### src/rtl/sys_bridge_pkg.sv
// rtl/sys_bridge_pkg.sv - shared constants and types for the system-bus bridge and its timer
package sys_bridge_pkg;

    localparam logic [1:0] TMR_OFF_CTRL   = 2'd0;
    localparam logic [1:0] TMR_OFF_PRESET = 2'd1;
    localparam logic [1:0] TMR_OFF_COUNT  = 2'd2;

    localparam int CTRL_EN_BIT   = 0;
    localparam int CTRL_MODE_LSB = 1;
    localparam int CTRL_MODE_MSB = 2;
    localparam int CTRL_IM_BIT   = 3;

    // Only 2'b01 reloads; every other encoding behaves as one-shot.
    localparam logic [1:0] MODE_ONESHOT = 2'b00;
    localparam logic [1:0] MODE_AUTO    = 2'b01;

    typedef enum logic [1:0] {
        ST_IDLE = 2'd0,
        ST_LOAD = 2'd1,
        ST_CNT  = 2'd2,
        ST_INT  = 2'd3
    } tmr_state_e;

endpackage

### src/rtl/sys_bridge_if.sv
// rtl/sys_bridge_if.sv - CPU memory port and data-memory port bundled for the bridge
interface sys_bridge_if #(
    parameter int DM_AW = 10
);
    logic [31:0]      cpu_adr;
    logic [31:0]      cpu_wd;
    logic             cpu_we;
    logic [31:0]      cpu_rd;
    logic [DM_AW-1:0] dm_adr;
    logic [31:0]      dm_wd;
    logic             dm_we;
    logic [31:0]      dm_rd;

    modport slave (
        input  cpu_adr, cpu_wd, cpu_we, dm_rd,
        output cpu_rd, dm_adr, dm_wd, dm_we
    );

    modport master (
        output cpu_adr, cpu_wd, cpu_we, dm_rd,
        input  cpu_rd, dm_adr, dm_wd, dm_we
    );
endinterface

### src/rtl/tc_timer.sv
// rtl/tc_timer.sv - memory-mapped countdown timer: CTRL/PRESET/COUNT registers, FSM and irq
module tc_timer
    import sys_bridge_pkg::*;
(
    input  logic        clk,
    input  logic        rst,
    input  logic [1:0]  reg_sel,
    input  logic [31:0] wd,
    input  logic        we,
    output logic [31:0] rd,
    output logic        irq
);

    tmr_state_e  state_q, state_d;
    logic        en_q, en_d;
    logic [1:0]  mode_q, mode_d;
    logic        im_q, im_d;
    logic [31:0] preset_q, preset_d;
    logic [31:0] count_q, count_d;
    logic        pending_q, pending_d;
    logic        irq_q, irq_d;

    always_ff @(posedge clk) begin
        if (rst) begin
            state_q   <= ST_IDLE;
            en_q      <= 1'b0;
            mode_q    <= 2'b00;
            im_q      <= 1'b0;
            preset_q  <= '0;
            count_q   <= '0;
            pending_q <= 1'b0;
            irq_q     <= 1'b0;
        end else begin
            state_q   <= state_d;
            en_q      <= en_d;
            mode_q    <= mode_d;
            im_q      <= im_d;
            preset_q  <= preset_d;
            count_q   <= count_d;
            pending_q <= pending_d;
            irq_q     <= irq_d;
        end
    end

    always_comb begin
        state_d   = state_q;
        en_d      = en_q;
        mode_d    = mode_q;
        im_d      = im_q;
        preset_d  = preset_q;
        count_d   = count_q;
        pending_d = pending_q;

        // Auto-reload turns the pending flag into a one-cycle pulse.
        if (pending_q && mode_q == MODE_AUTO) begin
            pending_d = 1'b0;
        end

        unique case (state_q)
            ST_IDLE: begin
                if (en_q) begin
                    state_d = ST_LOAD;
                end
            end
            ST_LOAD: begin
                count_d = preset_q;
                state_d = ST_CNT;
            end
            ST_CNT: begin
                if (!en_q) begin
                    state_d = ST_IDLE;
                end else if (count_q > 32'd1) begin
                    count_d = count_q - 32'd1;
                end else begin
                    count_d = '0;
                    state_d = ST_INT;
                end
            end
            ST_INT: begin
                pending_d = 1'b1;
                if (mode_q == MODE_AUTO) begin
                    state_d = ST_LOAD;
                end else begin
                    en_d    = 1'b0;
                    state_d = ST_IDLE;
                end
            end
            default: state_d = ST_IDLE;
        endcase

        // CPU register writes are applied last so they override FSM updates.
        if (we) begin
            unique case (reg_sel)
                TMR_OFF_CTRL: begin
                    en_d      = wd[CTRL_EN_BIT];
                    mode_d    = wd[CTRL_MODE_MSB:CTRL_MODE_LSB];
                    im_d      = wd[CTRL_IM_BIT];
                    pending_d = 1'b0;
                end
                TMR_OFF_PRESET: preset_d = wd;
                default: ;
            endcase
        end

        irq_d = pending_d & im_d;
    end

    always_comb begin
        rd = '0;
        unique case (reg_sel)
            TMR_OFF_CTRL:   rd = {28'd0, im_q, mode_q, en_q};
            TMR_OFF_PRESET: rd = preset_q;
            TMR_OFF_COUNT:  rd = count_q;
            default:        rd = '0;
        endcase
    end

    assign irq = irq_q;

endmodule

### src/rtl/sys_bridge.sv
// rtl/sys_bridge.sv - CPU bus decode between data memory and the countdown timer
module sys_bridge
    import sys_bridge_pkg::*;
#(
    parameter int          DM_AW    = 10,
    parameter logic [31:0] TMR_BASE = 32'h0000_7F00
) (
    input  logic          clk,
    input  logic          rst,
    sys_bridge_if.slave   bus,
    output logic          irq
);

    logic        dm_hit;
    logic        tmr_hit;
    logic        tmr_we;
    logic [31:0] tmr_rd;
    logic        unused_adr_lsb;

    // Byte-lane bits carry no meaning on this word-only bus.
    assign unused_adr_lsb = ^bus.cpu_adr[1:0];

    assign dm_hit  = (bus.cpu_adr[31:DM_AW+2] == '0);
    assign tmr_hit = !dm_hit
                     && (bus.cpu_adr[31:4] == TMR_BASE[31:4])
                     && (bus.cpu_adr[3:2] != 2'b11);
    assign tmr_we  = bus.cpu_we & tmr_hit;

    assign bus.dm_adr = bus.cpu_adr[DM_AW+1:2];
    assign bus.dm_wd  = bus.cpu_wd;
    assign bus.dm_we  = bus.cpu_we & dm_hit;

    always_comb begin
        bus.cpu_rd = '0;
        if (dm_hit) begin
            bus.cpu_rd = bus.dm_rd;
        end else if (tmr_hit) begin
            bus.cpu_rd = tmr_rd;
        end
    end

    tc_timer u_timer (
        .clk     (clk),
        .rst     (rst),
        .reg_sel (bus.cpu_adr[3:2]),
        .wd      (bus.cpu_wd),
        .we      (tmr_we),
        .rd      (tmr_rd),
        .irq     (irq)
    );

endmodule

### src/flat_wrapper.sv
// flat-port wrapper written by rule: the top's interface ports become plain ports
module sys_bridge_flat import sys_bridge_pkg::*;
#(
    parameter int          DM_AW    = 10,
    parameter logic [31:0] TMR_BASE = 32'h0000_7F00
)
  (clk, rst, irq, bus_cpu_adr, bus_cpu_wd, bus_cpu_we, bus_dm_rd, bus_cpu_rd, bus_dm_adr, bus_dm_wd, bus_dm_we);
  sys_bridge_if #(.DM_AW(DM_AW)) bus_i ();
  input  logic clk;
  input  logic rst;
  output logic irq;
  input wire logic [$bits(bus_i.cpu_adr)-1:0] bus_cpu_adr;
  input wire logic [$bits(bus_i.cpu_wd)-1:0] bus_cpu_wd;
  input wire logic [$bits(bus_i.cpu_we)-1:0] bus_cpu_we;
  input wire logic [$bits(bus_i.dm_rd)-1:0] bus_dm_rd;
  output wire logic [$bits(bus_i.cpu_rd)-1:0] bus_cpu_rd;
  output wire logic [$bits(bus_i.dm_adr)-1:0] bus_dm_adr;
  output wire logic [$bits(bus_i.dm_wd)-1:0] bus_dm_wd;
  output wire logic [$bits(bus_i.dm_we)-1:0] bus_dm_we;
  assign bus_i.cpu_adr = bus_cpu_adr;
  assign bus_i.cpu_wd = bus_cpu_wd;
  assign bus_i.cpu_we = bus_cpu_we;
  assign bus_i.dm_rd = bus_dm_rd;
  assign bus_cpu_rd = bus_i.cpu_rd;
  assign bus_dm_adr = bus_i.dm_adr;
  assign bus_dm_wd = bus_i.dm_wd;
  assign bus_dm_we = bus_i.dm_we;
  sys_bridge #(.DM_AW(DM_AW), .TMR_BASE(TMR_BASE)) u_core (.clk(clk), .rst(rst), .bus(bus_i), .irq(irq));
endmodule
### config.mk
export PLATFORM = sky130hd
export DESIGN_NAME = sys_bridge_flat
export DESIGN_NICKNAME = d
export VERILOG_FILES = /design/src/rtl/sys_bridge_pkg.sv /design/src/rtl/sys_bridge_if.sv /design/src/rtl/tc_timer.sv /design/src/rtl/sys_bridge.sv /design/src/flat_wrapper.sv
export SDC_FILE = /design/constraint.sdc
export NUM_CORES = 1
export LEC_CHECK = 0
export ABC_AREA = 0
export BUFFER_PORTS_ARGS = -buffer_cell sky130_fd_sc_hd__buf_2
export CELL_PAD_IN_SITES_DETAIL_PLACEMENT = 0
export CELL_PAD_IN_SITES_GLOBAL_PLACEMENT = 2
export CORE_ASPECT_RATIO = 0.8
export CORE_MARGIN = 4
export CORE_UTILIZATION = 28
export DETAILED_ROUTE_END_ITERATION = 12
export MAX_ROUTING_LAYER = met4
export PLACE_DENSITY = 0.93
export REMOVE_ABC_BUFFERS = 1
export SYNTH_ARGS = -nofsm -noshare
export SYNTH_HDL_FRONTEND = slang
export SYNTH_HIERARCHICAL = 1
export SYNTH_SLANG_ARGS = --single-unit
export TNS_END_PERCENT = 5
### constraint.sdc
create_clock -name clk -period 3.65 [get_ports clk]
set_input_delay 0.73 -clock clk [delete_from_list [all_inputs] [get_ports clk]]
set_output_delay 0.73 -clock clk [all_outputs]
set_load 0.01 [all_outputs]
Yosys cells after proc, flatten, opt, wreduce, memory -nomap -nowiden
Index checks and enable logic that the tools add are counted.

word-level totals
  flip-flop bits (word level) = 72
  input port bits = 99
  output and inout port bits = 76
  logic and storage cells = 57

cells by class
  add/subtract/negate cells = 1
  magnitude comparators = 1
  equal/unequal tests = 11
  muxes and demuxes = 21
  bitwise gates (word level) = 3
  reduce and logical (&&, ||, !) cells = 12

operator list
  kind                                                                              count
  32-bit two-way mux                                                                4
  32-bit case mux with 3 select lines                                               1
  32-bit case mux with 2 select lines                                               1
  32-bit by 1-bit greater-than comparator with 1-bit output, second input constant  1
  32-bit by 1-bit subtractor with 32-bit output, second input constant              1
  28-bit by 11-bit equality test with 1-bit output, second input constant           1
  20-bit zero test                                                                  1
  1-bit two-way mux                                                                 11
  2-bit case mux with 4 select lines                                                1
  2-bit AND reduction                                                               4
  2-bit by 1-bit equality test with 1-bit output, second input constant             3
  2-bit equality test, second input constant                                        3
  2-bit two-way mux                                                                 3
  2-bit inequality test, second input constant                                      3
  2-bit zero test                                                                   2
  1-bit bitwise AND                                                                 3
  1-bit logical AND                                                                 3
  3-bit inequality test, second input constant                                      1
  2-bit nonzero test                                                                1
  1-bit zero test                                                                   1

Depth between registers and ports, before layout
  depth in word-level cells = 7
  gate-level depth with buffers = 10
  gate-level depth less buffers = 8

Cells and area by module
The synthesis kept the hierarchy.

modules (own cells, without submodules)
  module      instances  cells an instance  area an instance (µm²)  seq. area each (µm²)
  tc_timer    1          511                3873.7                  1441.4
  sys_bridge  1          208                1435.1                  0.0

Worst setup path before layout
Ideal clock, no wire load.

  path type = input port to output port
  from = input port bus_cpu_adr[3]
  to = output port bus_cpu_rd[22]
  data arrival time = 2.345 ns
  required time = 2.920 ns
  setup slack = 0.575 ns
  stages on the path = 8
  buffers on the path = 3
  cell sequence = clkbuf_1 -> nor2b_1 -> clkbuf_1 -> buf_1 -> a22o_1 -> a21boi_0 -> nand4_1 -> a21oi_2

between the ends
  longest elaborated chain between the ends = 4
  elaborated cells on any way between the ends = 8
  classes of those cells = 3 x eq/ne; 3 x mux; 2 x reduce/logical

RTL lines
  element                                            RTL line            RTL
  from (decl)                                        flat_wrapper.sv:12  input wire logic [$bits(bus_i.cpu_adr)-1:0] bus_cpu_adr;
  2-bit equality test, or another cell as far along  tc_timer.sv:110     unique case (reg_sel)
  32-bit case mux with 3 select lines *              tc_timer.sv:110
  named net u_core.tmr_rd[22]                        sys_bridge.sv:17    logic [31:0] tmr_rd;
  32-bit two-way mux *                               sys_bridge.sv:37    end else if (tmr_hit) begin
  32-bit two-way mux *                               sys_bridge.sv:35    if (dm_hit) begin
  to (decl)                                          flat_wrapper.sv:16  output wire logic [$bits(bus_i.cpu_rd)-1:0] bus_cpu_rd;

Mark *: on every way through the listed nets, which the timed path passes. The rest lies on a longest branch.

Final worst setup path
  from = input port bus_cpu_adr[2]
  to = output port bus_cpu_rd[4]

Same word-level chain as after synthesis.

==> results.json <==
{
  "yosysWarnings": 6,
  "relSlewSlack": 0.2387,
  "wl_per_cell_um": 17.05,
  "firstDrtPassIters": 5,
  "slew_viol_final": 0,
  "post-cts-setup-buffers": 0,
  "setup_viol": 0,
  "finalWirelength_um": 18380,
  "finClkSkew_ns": 0.004972,
  "ys_seq_area_frac": 0.2715,
  "p_per_area_mw_per_mm2": 289.3,
  "antenna_found_initial": 1,
  "clock-root-buffer": "clkbuf_16",
  "netlist_area_mm2": 0.005309,
  "arrival_ns": 2.28,
  "critPathCaptureType": "output pin",
  "numClockSinks": 72,
  "viasPerCell": 5.157,
  "synth_edf_count": 0,
  "tritoncts": "done",
  "synth_seq_cells": 72,
  "path_common_cell": "buf_2",
  "hold_viol_final": 0,
  "ctsHoldBuffers": 0,
  "cp_max_fo": 31,
  "nets": 920,
  "final_util": 0.3483,
  "dieArea_mm2": 0.02124,
  "row_count": 44,
  "drc": 0,
  "grt_overflow": 0,
  "synth.avg_cell_area_um2": 7.384,
  "synth_area_leader_cell": "dfxtp_1",
  "syn_to_final_growth_pct": 20.62,
  "dp_hpwl_um": 13570,
  "post_cts_resized": 0,
  "grt_max_degree": 40,
  "ys.flop_type": "dfxtp_1",
  "min_period_ns": 3.012,
  "tightest_slew_ns": 1.138,
  "worst_hold_slack_ns": 0.4699,
  "drive_gt1_frac": 0.3155,
  "synth_top_area_share": 0.2715,
  "portBuffers": 172,
  "synth_cell_types": 63,
  "grt_pass1_vias": 5055,
  "vias": 5559,
  "clk_pin_slew_ns": 0.06,
  "cp.required_ns": 2.92,
  "peakVddDrop_mv": 0.1939,
  "cp_slowest_cell": "nor2b_2",
  "path_class": "primary input to output pin",
  "path_cells": "buf_2 > nor2b_2 > buf_12 > a22o_1 > a21boi_0 > nand4_1 > a21oi_2 > buf_2",
  "grt_usage": 0.1680,
  "synthCells": 719,
  "min_path_type": "flop to flop",
  "grt_first_pass_wirelength_um": 28460,
  "regToRegSetupSlack_ns": 0.69,
  "clk_path_buf_depth": 2,
  "netlist_top_cells_area": "dfxtp_1 27%, nand2_1 9.5%, buf_4 6.4%",
  "grt_setup_unrepaired": "false",
  "status": "complete, no violations",
  "synthArstFlopShare": 0,
  "slowest_delay_ns": 0.26,
  "first_iter_violations": 439,
  "htreeDepth": 3,
  "core_mm2": 0.01839,
  "fin_ws_ns": 0.6380,
  "die_y_um": 131.2,
  "finalCritPeriodShare": 0.8252,
  "gp_congestion": 0.8877,
  "cap_viol_max_count": 0,
  "ant_nets": 0,
  "start_util": 0.2887,
  "p_leak_uw": 0.002386,
  "setup_tns_ns": 0,
  "die_x_um": 162.0,
  "pre_cts_slack_ns": 0.6346,
  "insertion_delay_ns": 0.33,
  "cts_inserted_buffers": 9,
  "critPathLaunchType": "primary input",
  "max_freq_mhz": 332.0,
  "io_pins": 175
}
==> critical path, delay by kind of cell <==
kind	cells	cell delay (ns)
compound gates	3	0.62
buf+inv	3	0.51
simple gates	2	0.40
==> cells in the final DEF (no fill, tap or decap), types with 14 or more instances in the layout <==
cell | synthesis | layout
a21oi_1 | 54 | 53
buf_2 | 12 | 172
a21boi_0 | 33 | 33
nor3_1 | 14 | 14
a22o_1 | 28 | 28
buf_4 | 45 | 23
o21ai_0 | 30 | 30
nand2_1 | 134 | 134
nand4_1 | 38 | 38
dfxtp_1 | 72 | 72
nor4_1 | 14 | 14
a31oi_1 | 17 | 17
a21oi_2 | 30 | 30
nor2_1 | 29 | 29
==> where the power goes <==
part | switching [uW] | leakage [uW] | internal (uW)
clock network | 327 | 0.000150 | 565
logic | 104 | 0.00166 | 71.2
registers | 0.000000254 | 0.000580 | 786
total | 431 | 0.00239 | 1420
==> logic make-up (layout without fill, tap and decap cells) <==
group	after synthesis	in the layout	share of synthesized area
buffers and inverters	117	222	0.1244
multiplexers	13	13	0.02522
flip-flops	72	72	0.2715
XOR/XNOR	1	1	0.001650
AO/OA/AOI/OAI	232	232	0.3036
adder cells (fa/ha/maj)	2	2	0.004713
other	0	1	0
AND/OR/NAND/NOR	282	282	0.2689
==> cell usage after synthesis, types with 8 or more instances <==
| library cell | number |
|---|---|
| nand4_1 | 38 |
| a21oi_1 | 54 |
| o21ai_0 | 30 |
| nor2_1 | 29 |
| a32oi_1 | 10 |
| a21oi_2 | 30 |
| clkbuf_1 | 44 |
| buf_4 | 45 |
| dfxtp_1 | 72 |
| a21boi_0 | 33 |
| nor4_1 | 14 |
| nor3_1 | 14 |
| nand2_1 | 134 |
| buf_2 | 12 |
| a31oi_1 | 17 |
| inv_1 | 8 |
| a22o_1 | 28 |
| mux2i_1 | 10 |
==> layout make-up <==
cell class	count	area, um2
fill	2007	11980
multi-input combinational	530	3236
sequential	72	1441
timing repair buffer	197	1074
tap	253	316.6
clock buffer	13	260.3
clock inverter	3	40.04
inverter	9	33.78
antenna	1	2.502
==> metal layers <==
layer  global-route usage  share of wire  up-vias
met3              0.03350          0.078       10
met1               0.2416           0.50     2544
li1                     -              -     2800
met2               0.2444           0.42      205
met4              0.03476         0.0081        0
met5                    -              0        -
==> through the flow <==
| stage | std cells | total power, uW | instance area, um2 |
|---|---|---|---|
| floorplan | 611 | 831.3 | 4682 |
| global placement | 1061 | 979.5 | 6101 |
| detailed placement | 1061 | 979.8 | 6101 |
| CTS | 1077 | 1873 | 6401 |
| global route | 1078 | 1922 | 6404 |
| finish | 1078 | 1853 | 6404 |
==> registers in the layout, indices dropped and copies added, names as in the netlist <==
register                  flops
u_core/u_timer/count_q       32
u_core/u_timer/en_q           1
u_core/u_timer/im_q           1
u_core/u_timer/irq            1
u_core/u_timer/mode_q         2
u_core/u_timer/pending_q      1
u_core/u_timer/preset_q      32
u_core/u_timer/state_q        2
==> path summary, 6_finish.rpt <==
path                             start                        end  depth (start not counted)
max reg2reg  u_core/u_timer/count_q[4]  u_core/u_timer/count_q[2]                          7
max                     bus_cpu_adr[2]              bus_cpu_rd[4]                          8
min           u_core/u_timer/pending_q   u_core/u_timer/pending_q                          2
min reg2reg   u_core/u_timer/pending_q   u_core/u_timer/pending_q                          2
Note: power is estimated with default switching activity, not from simulation.
